## src/rtl/latch_debounce_pkg.sv

```systemverilog
// Shared definitions for the latch conditioning stage: FSM encoding and sizing helper.
package latch_debounce_pkg;

    // Debounce FSM states; the encoding is shared with later stages that decode it.
    typedef enum logic [1:0] {
        IDLE_LO = 2'b00,
        WAIT_HI = 2'b01,
        IDLE_HI = 2'b11,
        WAIT_LO = 2'b10
    } state_e;

    // Ceiling log2, used to size counters from parameters at elaboration time.
    function automatic int clog2(input int value);
        int result;
        int rem;
        result = 0;
        rem    = value - 1;
        while (rem > 0) begin
            result = result + 1;
            rem    = rem >> 1;
        end
        return result;
    endfunction

endpackage

```

## src/rtl/latch_debounce_sync2.sv

```systemverilog
// Two-flop synchroniser for a single asynchronous bit; reused by other cross-domain stages.
module sync2 (
    input  logic clk,
    input  logic rst,
    input  logic d_i,
    output logic q_o
);

    logic sync1_q;
    logic s_q;

    // Shift the raw level through two flops; only the second is safe to consume.
    always_ff @(posedge clk) begin
        if (rst) begin
            sync1_q <= 1'b0;
            s_q     <= 1'b0;
        end else begin
            // NOTE: non-blocking assignments keep this a true two-stage pipeline;
            // blocking ones would collapse both flops into one.
            sync1_q <= d_i;
            s_q     <= sync1_q;
        end
    end

    assign q_o = s_q;

endmodule

```

## src/rtl/latch_debounce.sv

```systemverilog
// Debounces the synchronised latch output, emits edge pulses and counts qualified rises.
module latch_debounce
    import latch_debounce_pkg::*;
#(
    parameter int STABLE_CYCLES = 4,
    parameter int CNT_W         = 8
) (
    input  logic             clk,
    input  logic             rst,
    input  logic             d_in,
    input  logic             cnt_clr,
    output logic             q_clean,
    output logic             rise,
    output logic             fall,
    output logic [CNT_W-1:0] edge_cnt
);

    localparam int STAB_W = clog2(STABLE_CYCLES + 1);
    // stab holds the samples already seen, so the accepting sample arrives when stab is N-1.
    localparam logic [STAB_W-1:0] STAB_LAST = STAB_W'(STABLE_CYCLES - 1);
    // With a one-sample requirement the first differing sample is already enough.
    localparam bit ACCEPT_ON_FIRST = (STABLE_CYCLES == 1);

    logic s;

    state_e            state_q,    state_d;
    logic [STAB_W-1:0] stab_q,     stab_d;
    logic              q_clean_q,  q_clean_d;
    logic              rise_q,     rise_d;
    logic              fall_q,     fall_d;
    logic [CNT_W-1:0]  edge_cnt_q, edge_cnt_d;

    sync2 u_sync2 (
        .clk (clk),
        .rst (rst),
        .d_i (d_in),
        .q_o (s)
    );

    // Next-state logic: qualify a new level only after an unbroken run of matching samples.
    always_comb begin
        // NOTE: every target gets a default first so no path through the case infers a latch.
        state_d   = state_q;
        stab_d    = stab_q;
        q_clean_d = q_clean_q;
        rise_d    = 1'b0;
        fall_d    = 1'b0;

        case (state_q)
            IDLE_LO: begin
                if (s) begin
                    if (ACCEPT_ON_FIRST) begin
                        state_d   = IDLE_HI;
                        q_clean_d = 1'b1;
                        rise_d    = 1'b1;
                        stab_d    = '0;
                    end else begin
                        state_d = WAIT_HI;
                        stab_d  = STAB_W'(1);
                    end
                end
            end
            WAIT_HI: begin
                if (!s) begin
                    state_d = IDLE_LO;
                    stab_d  = '0;
                end else if (stab_q == STAB_LAST) begin
                    state_d   = IDLE_HI;
                    q_clean_d = 1'b1;
                    rise_d    = 1'b1;
                    stab_d    = '0;
                end else begin
                    stab_d = stab_q + 1'b1;
                end
            end
            IDLE_HI: begin
                if (!s) begin
                    if (ACCEPT_ON_FIRST) begin
                        state_d   = IDLE_LO;
                        q_clean_d = 1'b0;
                        fall_d    = 1'b1;
                        stab_d    = '0;
                    end else begin
                        state_d = WAIT_LO;
                        stab_d  = STAB_W'(1);
                    end
                end
            end
            WAIT_LO: begin
                if (s) begin
                    state_d = IDLE_HI;
                    stab_d  = '0;
                end else if (stab_q == STAB_LAST) begin
                    state_d   = IDLE_LO;
                    q_clean_d = 1'b0;
                    fall_d    = 1'b1;
                    stab_d    = '0;
                end else begin
                    stab_d = stab_q + 1'b1;
                end
            end
            default: begin
                state_d   = IDLE_LO;
                stab_d    = '0;
                q_clean_d = 1'b0;
            end
        endcase

        // A clear wins over a coincident rise, so that edge is deliberately lost.
        edge_cnt_d = edge_cnt_q;
        if (cnt_clr) begin
            edge_cnt_d = '0;
        end else if (rise_d) begin
            edge_cnt_d = edge_cnt_q + 1'b1;
        end
    end

    // State and output registers; reset forces the low idle state even mid-qualification.
    always_ff @(posedge clk) begin
        if (rst) begin
            state_q    <= IDLE_LO;
            stab_q     <= '0;
            q_clean_q  <= 1'b0;
            rise_q     <= 1'b0;
            fall_q     <= 1'b0;
            edge_cnt_q <= '0;
        end else begin
            state_q    <= state_d;
            stab_q     <= stab_d;
            q_clean_q  <= q_clean_d;
            rise_q     <= rise_d;
            fall_q     <= fall_d;
            edge_cnt_q <= edge_cnt_d;
        end
    end

    assign q_clean  = q_clean_q;
    assign rise     = rise_q;
    assign fall     = fall_q;
    assign edge_cnt = edge_cnt_q;

endmodule

```

## config.mk

```make
export PLATFORM = sky130hd
export DESIGN_NAME = latch_debounce
export DESIGN_NICKNAME = d
export VERILOG_FILES = /design/src/rtl/latch_debounce_pkg.sv /design/src/rtl/latch_debounce_sync2.sv /design/src/rtl/latch_debounce.sv
export SDC_FILE = /design/constraint.sdc
export NUM_CORES = 1
export LEC_CHECK = 0
export ABC_AREA = 0
export BUFFER_PORTS_ARGS = -buffer_cell sky130_fd_sc_hd__buf_2
export CORE_MARGIN = 8
export CORE_UTILIZATION = 57
export DETAILED_ROUTE_END_ITERATION = 8
export PLACE_DENSITY_LB_ADDON = 0.05
export SKIP_LAST_GASP = 1
export SLEW_MARGIN = 5
export SYNTH_ARGS = -nofsm -noshare
export SYNTH_HDL_FRONTEND = slang
export SYNTH_HIERARCHICAL = 1
export SYNTH_SLANG_ARGS = --single-unit
```

## constraint.sdc

```tcl
create_clock -name clk -period 3.8 [get_ports clk]
set_clock_uncertainty 0.1 [all_clocks]
set_input_delay 0.38 -clock clk [delete_from_list [all_inputs] [get_ports clk]]
set_output_delay 0.38 -clock clk [all_outputs]
set_load 0.01 [all_outputs]
```

==> impl_metrics.py, run 1 <==
metrics = {
    "setup_path": {
        "crit_slowest_cell": "and4b_1",
        "path_buf_inv": 1,
        "cp_top_family": "simple AND/OR/NAND/NOR gates",
        "cp-start-kind": "register",
        "endpoint_kind": "register",
        "worstPathMaxFanout": 9,
        "cp_slowest_stage_delay_ns": 0.46,
        "critPathArrivalTime_ns": 1.80,
        "worstPathRequired_ns": 3.89,
        "worstPathCellList": "inv_1, ha_1, and4b_1, nand4_4, xnor2_1, nor2b_1",
        "critPathKind": "reg2reg",
    },
    "pwr": {
        "peakVddDrop_mv": 0.246,
        "leakage_nw": 0.422,
        "powerDensity_nw_per_um2": 335,
    },
    "cts": {
        "postCtsHoldBufs": 0,
        "cts_root_buf": "clkbuf_4",
        "clock_latency_ns": 0.29,
        "clockBufferDepth": 2,
        "cts_resized": 0,
        "htree_num_levels": 1,
        "clk_pin_slew_worst_paths_ns": 0.10,
        "cts_tree": "built",
        "numCtsBuffers": 3,
        "postCtsSetupBuffers": 0,
        "clock-sinks": 18,
    },
    "worst_hold_path": {
        "hp-class": "in2reg",
    },
    "synth": {
        "synth_seq_cells": 18,
        "synth_edf_count": 0,
        "synthDistinctLibCells": 33,
        "synth_top_area_cell": "dfxtp_1",
        "synth-warning-count": 6,
        "syn_area_um2": 896,
        "yosysSeqAreaShare_pct": 40.2,
        "synth_top_area_share_pct": 40.2,
        "synth_ff_type": "dfxtp_1",
        "synth_area_per_cell_um2": 10.2,
        "synth_async_sr_flop_share_pct": 0,
        "synth_top_cells_by_area": "dfxtp_1 40%, ha_1 9.8%, xor2_1 4.9%",
        "synth_cells": 88,
        "synth_nets": 99,
    },
    "placement": {
        "dpl_cell_area_um2": 955,
        "dp_hpwl_um": 1160,
        "port_buffers": 14,
        "gp_routability_congestion": 0.781,
        "place_inst": 114,
    },
    "layout": {
        "instances_no_fill": 117,
        "nets": 114,
        "stdcell_area_um2": 977,
        "antenna_cells": 0,
        "drive_above_1_share_pct": 22.8,
        "fillers": 130,
        "area_delta_synth_final_pct": 9.08,
    },
    "sta": {
        "setup_violations": 0,
        "hold_violations": 0,
        "drv_slew": 0,
        "setup_tns_ns": 0,
        "min_period_ns": 1.71,
        "rsz0062_at_grt": "false",
        "relSlewSlack_pct": 71.9,
        "tightestPinTransition_ns": 0.411,
        "fmax_mhz": 585,
        "period_share_pct": 45.0,
        "timing.hold.ws_ns": 0.195,
    },
    "grt": {
        "track_usage_pct": 10.6,
        "grt_first_pass_wirelength_um": 2770,
        "grt_pass1_vias": 646,
        "grt_max_degree": 13,
        "antenna_found_initial": 0,
        "grt_overflow_total": 0,
    },
    "routing": {
        "wl_per_cell_um": 13.1,
        "drc": 0,
        "drtPass1Iterations": 4,
        "drt_wl_total_um": 1540,
        "drt-vias-per-instance": 5.32,
        "ant_nets": 0,
        "vias": 622,
        "drtIter0Drc": 1,
    },
    "floorplan": {
        "die_w_um": 55.6,
        "initial_core_util_pct": 60.2,
        "die-area_um2": 3100,
        "core_area_um2": 1490,
        "boundaryPins": 15,
        "die_y_um": 55.6,
        "row_count": 14,
    },
    "run": {
        "drv_cap": 0,
    },
    "outcome": {
        "status": "finished, final reports clean",
    },
}
[sequential cells by signal, summed over array words and instances, names as in the netlist]
name             count
state_q              2
u_sync2/sync1_q      1
stab_q               3
edge_cnt             8
rise                 1
u_sync2/q_o          1
fall                 1
q_clean              1
[worst register-to-register path: cells and delay by family, from the launching register on]
family	cells	cell delay, ns
xor+xnor	1	0.14
fa+ha+maj	1	0.21
buf+inv	1	0.10
flops	1	0.35
simple gates	3	0.71
[where the power goes]
group / total, mW / leakage, nW / switching, mW / internal [mW]
sequential: 0.197 / 0.146 / 0.00420 / 0.193
clock: 0.0944 / 0.0138 / 0.0576 / 0.0369
combinational: 0.0353 / 0.263 / 0.0205 / 0.0148
[final timing paths]
kind / startpoint / endpoint / slack [ns] / cells after the start
setup / recovery: state_q[1] / edge_cnt[7] / 2.09 / 6
hold / removal: d_in / u_sync2/sync1_q / 0.20 / 2
setup reg to reg: state_q[1] / edge_cnt[7] / 2.09 / 6
hold reg to reg: u_sync2/sync1_q / u_sync2/q_o / 0.35 / 1
[cells by family after synthesis]
group	synth area share, %
AND/OR/NAND/NOR	22.9
flip-flops	40.2
AO/OA/AOI/OAI	8.80
XOR/XNOR	6.84
adder cells (fa/ha/maj)	9.78
buffers and inverters	4.33
multiplexers	7.12
[Yosys cell counts (all sizes together) (2+ instances only)]
cell	number
dfxtp	18
nor2	10
ha	7
nor2b	5
xor2	5
mux2i	4
o21ai	4
a21oi	3
buf	3
nand3	3
and4	2
inv	2
nand2	2
nand2b	2
nand3b	2
nand4	2
xnor2	2
[through the flow]
step           util, %  power (mW)  worst slack [ns]
6_report          65.6       0.327              2.09
3_5_place_dp      64.1       0.237              2.10
2_1_floorplan        -       0.230              2.32
3_3_place_gp      64.1       0.235              2.14
5_1_grt           65.6       0.342              1.93
4_1_cts           65.6       0.330              2.09
[metal layers]
layer / global-route usage (%) / wire length (µm) / vias up
met2: 14.9 / 589 / 12
met3: 4.34 / 93 / 4
met1: 13.6 / 828 / 275
li1: - / - / 331
met4: 5.28 / 25 / 0
met5: 0 / 0 / -
[cells in the final DEF (no fill, tap or decap), types with 5 or more instances in the layout]
cell	Yosys	layout
dfxtp_1	18	18
buf_2	1	14
nor2_1	10	10
ha_1	7	7
nor2b_1	5	5
xor2_1	5	5
[area by class of cell]
cell class	instances	area (µm²)	area share [%]
clock buffer	3	22.5	2.30
multi-input combinational	64	497	50.8
inverter	2	7.51	0.768
timing repair buffer	14	70.1	7.17
sequential	18	360	36.9
tap	16	20.0	2.05
No activity file was read; power rests on OpenSTA's default activity.
==> run 2, diff against run 1 <==
--- a/config.mk
+++ b/config.mk
@@ -5,10 +5,10 @@
 export SDC_FILE = /design/constraint.sdc
 export NUM_CORES = 1
 export LEC_CHECK = 0
-export ABC_AREA = 0
+export ABC_AREA = 1
 export BUFFER_PORTS_ARGS = -buffer_cell sky130_fd_sc_hd__buf_2
 export CORE_MARGIN = 8
-export CORE_UTILIZATION = 57
+export CORE_UTILIZATION = 54
 export DETAILED_ROUTE_END_ITERATION = 8
 export PLACE_DENSITY_LB_ADDON = 0.05
 export SKIP_LAST_GASP = 1
==> constraint.sdc (replaced) <==
create_clock -name clk -period 1.63 [get_ports clk]
set_clock_uncertainty 0.1 [all_clocks]
set_input_delay 0.163 -clock clk [delete_from_list [all_inputs] [get_ports clk]]
set_output_delay 0.163 -clock clk [all_outputs]
set_load 0.01 [all_outputs]
==> run 2 against run 1 <==
Net effect:
- sequential power increased to 2.7 times the previous value
- first-iteration DRC count increased to 9.0 times the previous value
- synthesized cell count is 44% higher
- utilization is 1.6 points lower
- maximum frequency grew 17%
- flip-flop and latch count did not move
- clock power rose to 2.9 times the previous value
- critical path depth grew 2
- hold slack got worse by 0.17 ns
==> impl_metrics.py, run 2 <==
metrics = {
    "outcome": {
        "status": "finished, final reports clean",
    },
    "grt": {
        "grt_max_degree": 11,
        "grt_overflow_total": 0,
        "grt_first_pass_wirelength_um": 3040,
        "grt_pass1_vias": 753,
        "antenna_found_initial": 0,
        "track_usage_pct": 11.5,
    },
    "placement": {
        "dp_hpwl_um": 1380,
        "place_inst": 158,
        "dpl_cell_area_um2": 1030,
        "gp_routability_congestion": 0.874,
        "port_buffers": 14,
    },
    "cts": {
        "clk_pin_slew_worst_paths_ns": 0.11,
        "clock_latency_ns": 0.29,
        "cts_tree": "built",
        "numCtsBuffers": 3,
        "htree_num_levels": 1,
        "postCtsSetupBuffers": 0,
        "clockBufferDepth": 2,
        "clock-sinks": 18,
        "cts_root_buf": "clkbuf_4",
    },
    "sta": {
        "fmax_mhz": 685,
        "period_share_pct": 89.5,
        "drv_slew": 0,
        "relSlewSlack_pct": 67.8,
        "min_period_ns": 1.46,
        "tightestPinTransition_ns": 0.481,
        "setup_violations": 0,
        "timing.hold.ws_ns": 0.0203,
        "setup_tns_ns": 0,
        "hold_violations": 0,
        "rsz0062_at_grt": "false",
    },
    "synth": {
        "synth_edf_count": 0,
        "synth_common_cells": "26 x inv_1, 25 x nand2_1, 18 x dfxtp_1, 17 x nor2_1, 7 x ha_1",
        "synthDistinctLibCells": 20,
        "synth_ff_type": "dfxtp_1",
        "syn_area_um2": 942,
        "synth_nets": 138,
        "synth_async_sr_flop_share_pct": 0,
        "synth_cells": 127,
        "synth_top_cells_by_area": "dfxtp_1 38%, inv_1 10%, nand2_1 10%",
        "synth_seq_cells": 18,
        "yosysSeqAreaShare_pct": 38.2,
        "synth_top_area_cell": "dfxtp_1",
        "synth_area_per_cell_um2": 7.42,
        "synth-warning-count": 6,
        "synth_top_area_share_pct": 38.2,
        "synth.most_common_cell": "inv_1",
    },
    "setup_path": {
        "timing.rr.start": "state_q[0]",
        "rrSetupSlack_ns": 0.17,
        "cp_slowest_stage_delay_ns": 0.40,
        "endpoint_kind": "register",
        "critPathKind": "reg2reg",
        "cp-start-kind": "register",
        "reg2reg_depth": 8,
        "worstPathRequired_ns": 1.72,
        "worstPathMaxFanout": 5,
        "critPathArrivalTime_ns": 1.55,
        "crit_slowest_cell": "dfxtp_1",
        "worstPathCellList": "inv_1, ha_1, nand2_1, inv_1, o21bai_1, nand2_1, nand2_1, nor2_1",
        "reg2reg_to": "state_q[1]",
        "crit_top_cell": "nand2_1",
    },
    "layout": {
        "instances_no_fill": 163,
        "antenna_cells": 0,
        "drive_above_1_share_pct": 19.2,
        "stdcell_area_um2": 1080,
        "fillers": 166,
        "final_common_cell": "inv_1",
        "largest_reg_flops": 8,
        "nets": 158,
        "area_delta_synth_final_pct": 14.9,
        "final_cell_mix": "26 x inv_1, 25 x nand2_1, 18 x dfxtp_1",
    },
    "worst_hold_path": {
        "holdPathStages": 2,
        "hp-class": "in2reg",
        "min_from": "rst",
        "min_to": "u_sync2/sync1_q",
    },
    "routing": {
        "ant_nets": 0,
        "drt-vias-per-instance": 5.00,
        "drc": 0,
        "drt_wl_total_um": 1740,
        "drtPass1Iterations": 4,
        "drtIter0Drc": 9,
        "wl_per_cell_um": 10.7,
        "vias": 815,
    },
    "run": {
        "drv_cap": 0,
    },
    "floorplan": {
        "row_count": 15,
        "die-area_um2": 3340,
        "die_w_um": 57.8,
        "core_area_um2": 1690,
        "initial_core_util_pct": 55.8,
        "boundaryPins": 15,
        "die_y_um": 57.8,
    },
    "pwr": {
        "pwr-share-seq_pct": 42.6,
        "p_sw_mw": 0.447,
        "peakVddDrop_mv": 0.775,
        "leakage_nw": 0.571,
        "clkPwrFrac_pct": 22.0,
        "p_comb_share_pct": 35.4,
        "switching_share_pct": 36.0,
        "powerDensity_nw_per_um2": 1150,
        "p_int_mw": 0.793,
    },
}
run 2: worst max-delay path by stage:
stage,slack [ns],end,start
2_1_floorplan,0.26,edge_cnt[4],state_q[1]
3_3_place_gp,0.17,edge_cnt[4],state_q[1]
3_5_place_dp,0.14,edge_cnt[4],state_q[1]
4_1_cts,0.15,edge_cnt[4],state_q[1]
5_1_grt,0.03,edge_cnt[4],state_q[1]
6_report,0.17,state_q[1],state_q[0]
run 2: power groups by stage:
stage | combinational (mW) | clock [mW] | sequential (mW)
finish | 0.439 | 0.273 | 0.529
global route | 0.513 | 0.299 | 0.537
CTS | 0.441 | 0.279 | 0.529
detailed placement | 0.434 | 0 | 0.541
global placement | 0.431 | 0 | 0.536
floorplan | 0.366 | 0 | 0.530
run 2: metal layers:
metal / wire length [µm] / track usage [%] / share of wire, %
met2: 867 / 20.4 / 50
met4: 33 / 6.29 / 1.9
met1: 761 / 12.4 / 44
met5: 0 / 0 / 0
met3: 81 / 2.65 / 4.6
run 2: worst max-delay path: cells and delay by family, from the launching register on:
family	cells	cell delay (ns)
AO/OA/AOI/OAI	1	0.11
adder cells (fa/ha/maj)	1	0.36
buffers and inverters	2	0.15
flip-flops	1	0.40
AND/OR/NAND/NOR	4	0.24
run 2: cell families (layout without fill, tap and decap cells):
group	count (synthesis)	after routing	synth area share [%]
buf+inv	26	45	10.4
simple gates	60	60	31.5
compound gates	16	16	10.6
fa+ha+maj	7	7	9.30
flops	18	18	38.2
run 2: metrics by stage:
| stage | power (mW) | util, % | setup slack, ns |
|---|---|---|---|
| 5_1_grt | 1.35 | 64.1 | 0.0270 |
| 2_1_floorplan | 0.896 | - | 0.264 |
| 3_3_place_gp | 0.967 | 61.2 | 0.171 |
| 6_report | 1.24 | 64.1 | 0.171 |
| 4_1_cts | 1.25 | 63.9 | 0.147 |
| 3_5_place_dp | 0.974 | 61.2 | 0.144 |
run 2: repair_timing:
action,CTS,global route
hold buffers,1,0
endpoints found under the hold margin,1,0
endpoints found under the setup margin,0,1
gates resized for setup,0,1
run 2: final cells by class:
type | count | area (µm²) | area share (%)
repair buffers | 15 | 80.1 | 7.40
clock buffers | 4 | 36.3 | 3.35
flip-flops and latches | 18 | 360 | 33.3
multi-input cells | 83 | 487 | 45.0
well taps | 17 | 21.3 | 1.97
inverters | 26 | 97.6 | 9.02
==> run 3, diff against run 2 <==
--- a/config.mk
+++ b/config.mk
@@ -6,9 +6,10 @@
 export NUM_CORES = 1
 export LEC_CHECK = 0
 export ABC_AREA = 1
+export ABC_CLOCK_PERIOD_IN_PS = 1630
 export BUFFER_PORTS_ARGS = -buffer_cell sky130_fd_sc_hd__buf_2
 export CORE_MARGIN = 8
-export CORE_UTILIZATION = 54
+export CORE_UTILIZATION = 30
 export DETAILED_ROUTE_END_ITERATION = 8
 export PLACE_DENSITY_LB_ADDON = 0.05
 export SKIP_LAST_GASP = 1
==> run 3 against run 2 <==
Net effect:
- combinational power grew 3%
- first-iteration DRC count grew to 2.8 times the previous value
- flip-flop and latch count unchanged
- global-route usage decreased by 3.4 points
- highest routed layer unchanged
==> impl_metrics.py, run 3 (synthesized netlist as in run 2, its figures left out) <==
metrics = {
    "outcome": {
        "status": "finished, final reports clean",
    },
    "sta": {
        "drv_slew": 0,
        "setup_tns_ns": 0,
        "period_share_pct": 91.5,
        "setup_violations": 0,
        "timing.hold.ws_ns": 0.00500,
        "rsz0062_at_grt": "false",
        "fmax_mhz": 671,
        "min_period_ns": 1.49,
        "tightestPinTransition_ns": 0.270,
        "relSlewSlack_pct": 81.9,
        "hold_violations": 0,
    },
    "cts": {
        "clockBufferDepth": 2,
        "clk_pin_slew_worst_paths_ns": 0.12,
        "cts_root_buf": "clkbuf_4",
        "clock-sinks": 18,
        "numCtsBuffers": 3,
        "htree_num_levels": 1,
        "clock_latency_ns": 0.30,
        "cts_tree": "built",
    },
    "layout": {
        "largest_reg_flops": 8,
        "drive_above_1_share_pct": 19.7,
        "final_common_cell": "inv_1",
        "area_delta_synth_final_pct": 19.3,
        "nets": 159,
        "final_cell_mix": "26 x inv_1, 25 x nand2_1, 18 x dfxtp_1",
        "fillers": 333,
        "antenna_cells": 0,
        "stdcell_area_um2": 1120,
        "instances_no_fill": 191,
    },
    "floorplan": {
        "boundaryPins": 15,
        "die-area_um2": 5190,
        "core_area_um2": 3030,
        "die_y_um": 72.0,
        "row_count": 20,
        "die_w_um": 72.0,
        "initial_core_util_pct": 31.1,
    },
    "grt": {
        "grt_max_degree": 11,
        "track_usage_pct": 8.14,
        "grt_overflow_total": 0,
        "grt_pass1_vias": 736,
        "grt_first_pass_wirelength_um": 3280,
        "antenna_found_initial": 0,
    },
    "run": {
        "drv_cap": 0,
    },
    "placement": {
        "dpl_cell_area_um2": 1070,
        "dp_hpwl_um": 1530,
        "gp_routability_congestion": 0.729,
        "place_inst": 186,
        "port_buffers": 14,
    },
    "setup_path": {
        "worstPathMaxFanout": 4,
        "cp-start-kind": "register",
        "critPathKind": "reg2reg",
        "crit_start": "state_q[1]",
        "timing.rr.start": "state_q[1]",
        "worstPathRequired_ns": 1.74,
        "endpoint_kind": "register",
        "critPathArrivalTime_ns": 1.60,
    },
    "routing": {
        "drtIter0Drc": 25,
        "drt-vias-per-instance": 4.19,
        "ant_nets": 0,
        "drc": 0,
        "drt_wl_total_um": 1970,
        "wl_per_cell_um": 10.3,
        "drtPass1Iterations": 4,
        "vias": 800,
    },
    "worst_hold_path": {
        "min_from": "rst",
        "hp-class": "in2reg",
    },
    "pwr": {
        "powerDensity_nw_per_um2": 1140,
        "peakVddDrop_mv": 0.443,
        "p_total_mw": 1.28,
        "leakage_nw": 0.576,
    },
}
## run 3: final timing paths
check	endpoint	slack (ns)	cells after the start
max reg2reg	edge_cnt[4]	0.14	7
min	u_sync2/sync1_q	0.005	2
max	edge_cnt[4]	0.14	7
min reg2reg	u_sync2/q_o	0.32	2
## run 3: critical path: stages (launching register included)
cell and delay, ns:
dfxtp_1 0.36, inv_1 0.11, ha_2 0.23, nand2_4 0.09, nor3_4 0.20, nand2_1 0.09
o21ai_0 0.17, nor2_1 0.05
## run 3: where the power goes
group	switching [mW]	total (mW)	internal, mW	leakage, nW
combinational	0.281	0.451	0.171	0.409
sequential	0.0417	0.531	0.489	0.146
clock	0.158	0.295	0.136	0.0210
## run 3: routing by layer
metal	up-vias	GRT usage [%]	wire (µm)
li1	437	-	-
met1	344	10.0	1030
met2	15	11.9	780
met3	4	2.75	114
met4	0	4.76	36
met5	-	0	0
## run 3: repair_timing
action                                  4_1_cts  5_1_grt
setup buffers                                 0        0
gates resized for setup                       0        1
endpoints found under the setup margin        0        2
hold buffers                                  1        0
hold endpoints to repair                      1        0
## run 3: stage by stage
stage,util [%],setup slack (ns)
2_1_floorplan,-,0.264
3_3_place_gp,35.5,0.150
3_5_place_dp,35.5,0.116
4_1_cts,37.0,0.111
5_1_grt,37.1,0.00786
6_report,37.1,0.139
## run 3: layout make-up
cell class | count | area, µm² | share of cell area, %
Clock buffer | 4 | 36.3 | 3.23
Multi-Input combinational cell | 83 | 487 | 43.3
Timing Repair Buffer | 16 | 87.6 | 7.80
Inverter | 26 | 97.6 | 8.69
Sequential cell | 18 | 360 | 32.1
Tap cell | 44 | 55.1 | 4.90
